### src/rtl/td4_run_ctrl.sv
// Run controller for a TD4-style 4-bit CPU. It holds the 16x8 program ROM,
// loads it byte by byte, and gates the CPU clock enable for run / single-step.
// Optional breakpoint support is built when TD4_RUN_CTRL_BREAKPOINT_EN is defined.
module td4_run_ctrl (
    input  logic       clk,
    input  logic       rst,
    input  logic       cmd_valid,
    input  logic [1:0] cmd,
    input  logic       ld_valid,
    input  logic [7:0] ld_data,
    output logic       ld_ready,
    input  logic [3:0] pc_in,
    output logic [7:0] instr,
    output logic       cpu_ce,
    output logic       cpu_rst,
    output logic [1:0] state,
    output logic [7:0] cycle_cnt
`ifdef TD4_RUN_CTRL_BREAKPOINT_EN
    ,
    input  logic       bp_en,
    input  logic [3:0] bp_addr
`endif
);

    typedef enum logic [1:0] {
        StHalt = 2'd0,
        StRun  = 2'd1,
        StStep = 2'd2,
        StLoad = 2'd3
    } state_e;

    localparam logic [1:0] CmdHalt = 2'd0;
    localparam logic [1:0] CmdRun  = 2'd1;
    localparam logic [1:0] CmdStep = 2'd2;
    localparam logic [1:0] CmdLoad = 2'd3;

    state_e      state_q, state_d;
    logic [3:0]  wptr_q, wptr_d;
    logic [7:0]  cnt_q, cnt_d;
    logic [7:0]  mem_q [16];
    logic        cpu_rst_q;
    logic        bp_hit;
    logic        wr_en;

`ifdef TD4_RUN_CTRL_BREAKPOINT_EN
    // Set during the first RUN cycle after leaving HALT so a run can resume
    // from the address it stopped on.
    logic        first_q, first_d;

    // Breakpoint match, suppressed on the first RUN cycle.
    always_comb begin
        bp_hit  = (state_q == StRun) && bp_en && (pc_in == bp_addr) && !first_q;
        first_d = (state_q == StHalt) && cmd_valid && (cmd == CmdRun);
    end

    // Resume-from-breakpoint flag.
    always_ff @(posedge clk or posedge rst) begin
        if (rst) begin
            first_q <= 1'b0;
        end else begin
            first_q <= first_d;
        end
    end
`else
    // Without breakpoints RUN only stops on a HALT command.
    always_comb begin
        bp_hit = 1'b0;
    end
`endif

    // Outputs decoded from the current state.
    always_comb begin
        cpu_ce    = ((state_q == StRun) && !bp_hit) || (state_q == StStep);
        ld_ready  = (state_q == StLoad);
        wr_en     = ld_ready && ld_valid;
        instr     = mem_q[pc_in];
        state     = state_q;
        cycle_cnt = cnt_q;
        cpu_rst   = cpu_rst_q;
    end

    // Next-state, write pointer and cycle counter.
    always_comb begin
        state_d = state_q;
        wptr_d  = wptr_q;
        cnt_d   = cnt_q + {7'd0, cpu_ce};
        unique case (state_q)
            StHalt: begin
                if (cmd_valid) begin
                    case (cmd)
                        CmdRun:  state_d = StRun;
                        CmdStep: state_d = StStep;
                        CmdLoad: begin
                            state_d = StLoad;
                            wptr_d  = 4'd0;
                            cnt_d   = 8'd0;
                        end
                        default: state_d = StHalt;
                    endcase
                end
            end
            StRun: begin
                if ((cmd_valid && (cmd == CmdHalt)) || bp_hit) begin
                    state_d = StHalt;
                end
            end
            StStep: begin
                state_d = StHalt;
            end
            StLoad: begin
                if (wr_en) begin
                    // Last location ends the load; the pointer never wraps.
                    if (wptr_q == 4'hF) begin
                        state_d = StHalt;
                    end else begin
                        wptr_d = wptr_q + 4'd1;
                    end
                end
                if (cmd_valid && (cmd == CmdHalt)) begin
                    state_d = StHalt;
                end
            end
            default: state_d = StHalt;
        endcase
    end

    // State, pointer, counter and CPU reset request registers.
    always_ff @(posedge clk or posedge rst) begin
        if (rst) begin
            state_q   <= StHalt;
            wptr_q    <= 4'd0;
            cnt_q     <= 8'd0;
            cpu_rst_q <= 1'b1;
        end else begin
            state_q   <= state_d;
            wptr_q    <= wptr_d;
            cnt_q     <= cnt_d;
            cpu_rst_q <= (state_d == StLoad);
        end
    end

    // Program memory; cleared by reset so a reset never leaves a partial write.
    always_ff @(posedge clk or posedge rst) begin
        if (rst) begin
            for (int i = 0; i < 16; i++) begin
                mem_q[i] <= 8'h00;
            end
        end else if (wr_en) begin
            mem_q[wptr_q] <= ld_data;
        end
    end

endmodule

### config.mk
export PLATFORM = sky130hd
export DESIGN_NAME = td4_run_ctrl
export DESIGN_NICKNAME = d
export VERILOG_FILES = /design/src/rtl/td4_run_ctrl.sv
export SDC_FILE = /design/constraint.sdc
export NUM_CORES = 1
export LEC_CHECK = 0
export CAP_MARGIN = 20
export CORE_ASPECT_RATIO = 0.8
export CORE_UTILIZATION = 47
export DETAILED_ROUTE_END_ITERATION = 10
export DONT_BUFFER_PORTS = 1
export PLACE_DENSITY = 0.71
export SYNTH_ARGS = -nofsm -noshare
export SYNTH_HDL_FRONTEND = slang
export SYNTH_SLANG_ARGS = --single-unit
### constraint.sdc
create_clock -name clk -period 4.4 [get_ports clk]
set_input_delay 0.88 -clock clk [delete_from_list [all_inputs] [get_ports clk]]
set_output_delay 0.88 -clock clk [all_outputs]
set_load 0.02 [all_outputs]
==> metrics.md <==
| Metric | Value |
|---|---|
| Run status | complete, no violations |
| CTS H-tree lvls | 4 |
| CTS clock-pin slew for the worst setup and hold paths | roughly 60 ps |
| Post-synth EDFFs | 0 |
| Final Util | 54.4% |
| Count of pins over their slew limit | 0 |
| Yosys warning total | 0 |
| Synth area leaders | dfrtp_1 (52%), mux2_2 (21%), mux4_1 (6.9%) |
| All-Layer GR Usage | about a fifth |
| Vias in the first global route | 4,152 |
| Share of layout cells above drive strength 1 | 42.7% |
| Min Hold Slack | roughly 250 ps |
| # IOs | 39 |
| Post-route DRC | 0 |
| Hold Path Class | in2async |
| Worst ir drop on vdd | about 0.33 mV |
| Post-CTS Resized | 0 |
| Number of post-CTS setup repair buffers | 0 |
| Sequential-to-total area share from yosys stat | 52.5% |
| Final hold vios | 0 |
| Crit path time final | 2790 ps |
| Worst setup SP type | input port |
| Num rows | 38 |
| Leakage | ~3.6 nW |
| Slowest-stage cell, CP | mux4_1 |
| Most frequent cell after synthesis | dfrtp_1 |
| 1st-pass router iterations | 4 |
| Crit-path cells | mux4_1 > a22oi_1 > nand2_1 |
| Clock buffer depth | 2 |
| Number of fill cells | between 1,000 and 1,500 |
| Global-route wire length before repair | 22,600 um |
| Initial antenna violation count | 0 |
| Skew final | ~12 ps |
| DP HPWL | 9180 um |
| Worst path max stage delay | 540 ps |
| CP max FO | 32 |
| Die ar. | 15,000 um2 |
| Cts hold-fix bufs | 0 |
| Initial Utilization | between 40% and 50% |
| Gpl congestion | 0.708 |
| Via density | 5.95 |
| Critical path class | in2out |
| Nets | 474 |
| Vias | 3,801 |
| Wire length per cell | approximately 22 um |
| Pwr dens | 464 nW/um2 |
| Height of the die | 110 um |
| Tightest Pin Transition | 684 ps |
| Required time worst endpoint | 3520 ps |
| Iter 0 DRT Violations | about 140 |
| Total CTS buffers | 17 |
| CTS tree | yes |
| Syn Std Cell Area | 6810 um2 |
| Fin Setup TNS | 0 ps |
| Tot Pwr | between 3 and 4 mW |
| List of most frequent post-synthesis cells | dfrtp_1 (142), mux2_2 (129), mux4_1 (18), a22oi_1 (16), mux4_2 (13) |
| Period utilization | 63.4% |
| I/O Buffers | 0 |
| Yosys cell types | 40 |
| Routed wire length | 13,800 um |
| Relative slew slack | 54.2% |
| CORE AREA | 13,800 um2 |
| Post-Synthesis Cells | 452 |
| Async SR Flop Fraction | between 90% and 100% |
| Chip Width | 137 um |
| Grt ovf | 0 |
| CTS sink count | 143 |
| # setup viols final | 0 |
| Flops & latches, synth | roughly 140 |
| Largest net degree at the start of global routing | 64 |
| Routed Antenna Nets | 0 |
| Crit. End Element | output pin |
| Syn-to-layout area delta | 10.4% |
| Antenna cells | 0 |
| MaxCap Viol Count | 0 |
| Clock root buffer | clkbuf_16 |
| Worst EP arrival | 1910 ps |
| Max Freq | 358 MHz |
| Clk_lat worst skew | between 400 and 500 ps |
| Largest area contributor in the netlist | dfrtp_1 |
| Top-area cell type share of the netlist area | 52.2% |
| Syn Area/Cell | 15.1 um2 |
| Prevailing post-synth register cell | dfrtp_1 |
| Synth Net Count | between 400 and 500 |
| RSZ-0062 raised after global routing | no |
==> where the power goes <==
part / leakage, nW / total (mW) / internal (mW) / switching [mW]
clock network: 0.285 / 1.47 / 0.907 / 0.562
registers: 1.97 / 1.61 / 1.46 / 0.144
logic: 1.37 / 0.420 / 0.220 / 0.199
==> final timing paths <==
| path | cells past startpoint | slack [ps] | startpoint | to |
|---|---|---|---|---|
| setup / recovery | 3 | 1610 | pc_in[0] | instr[1] |
| hold / removal | 1 | 250 | rst | mem_q[101] |
| setup reg to reg | 4 | 1900 | state[0] | mem_q[46] |
| hold reg to reg | 1 | 500 | mem_q[109] | mem_q[109] |
| max in group asynchronous | 3 | 3150 | rst | mem_q[90] |
| min in group clk | 1 | 500 | mem_q[109] | mem_q[109] |
==> area by class of cell <==
class                           instances  area, um2  share of cell area [%]
Tap cell                              180        225                    2.99
Sequential cell                       143       3580                    47.6
Timing Repair Buffer                    3       47.5                   0.632
Clock buffer                           19        443                    5.89
Inverter                                8       33.8                   0.449
Multi-Input combinational cell        273       3030                    40.3
Clock inverter                         13        165                    2.20
==> flip-flops by register name (all words and copies together), names as in the netlist <==
register and flops:
cpu_rst 1, wptr_q 4, cycle_cnt 8, state 2
mem_q 128
==> through the flow <==
step           instances  setup WS, ps  instance area (um2)
2_1_floorplan        452          1520                 6820
3_3_place_gp         606          1620                 6900
4_1_cts              638          1620                 7500
6_report             639          1610                 7520
5_1_grt              639          1490                 7520
3_5_place_dp         606          1620                 6900
==> critical path, delay by kind of cell <==
kind            cells  cell delay, ps
mux                 1             540
compound gates      1             240
simple gates        1             240
==> cells in the final DEF, fill, tap and decap left out, drive strengths merged, types with 6 or more instances in the layout <==
cell type / netlist / layout
a21oi: 7 / 7
a22oi: 16 / 16
clkbuf: 8 / 19
clkinv: 0 / 6
dfrtp: 142 / 142
ha: 10 / 10
inv: 8 / 7
mux2: 129 / 129
mux4: 32 / 32
nand2: 11 / 11
nand2b: 7 / 7
nand3: 10 / 10
nor2: 21 / 21
==> cell families after synthesis <==
logic type | share of synthesized area (%)
multiplexers | 32.9
flip-flops | 52.5
AND/OR/NAND/NOR | 5.86
buffers and inverters | 2.99
AO/OA/AOI/OAI | 3.07
adder cells (fa/ha/maj) | 1.84
XOR/XNOR | 0.771
==> per-layer routing <==
metal  share of wire (%)  GRT usage, %
met1                  46          27.5
met2                  48          32.6
met3                 4.8          7.10
met4                 1.3          6.35
met5                   0             0
Power figures use the tool's default switching activity.
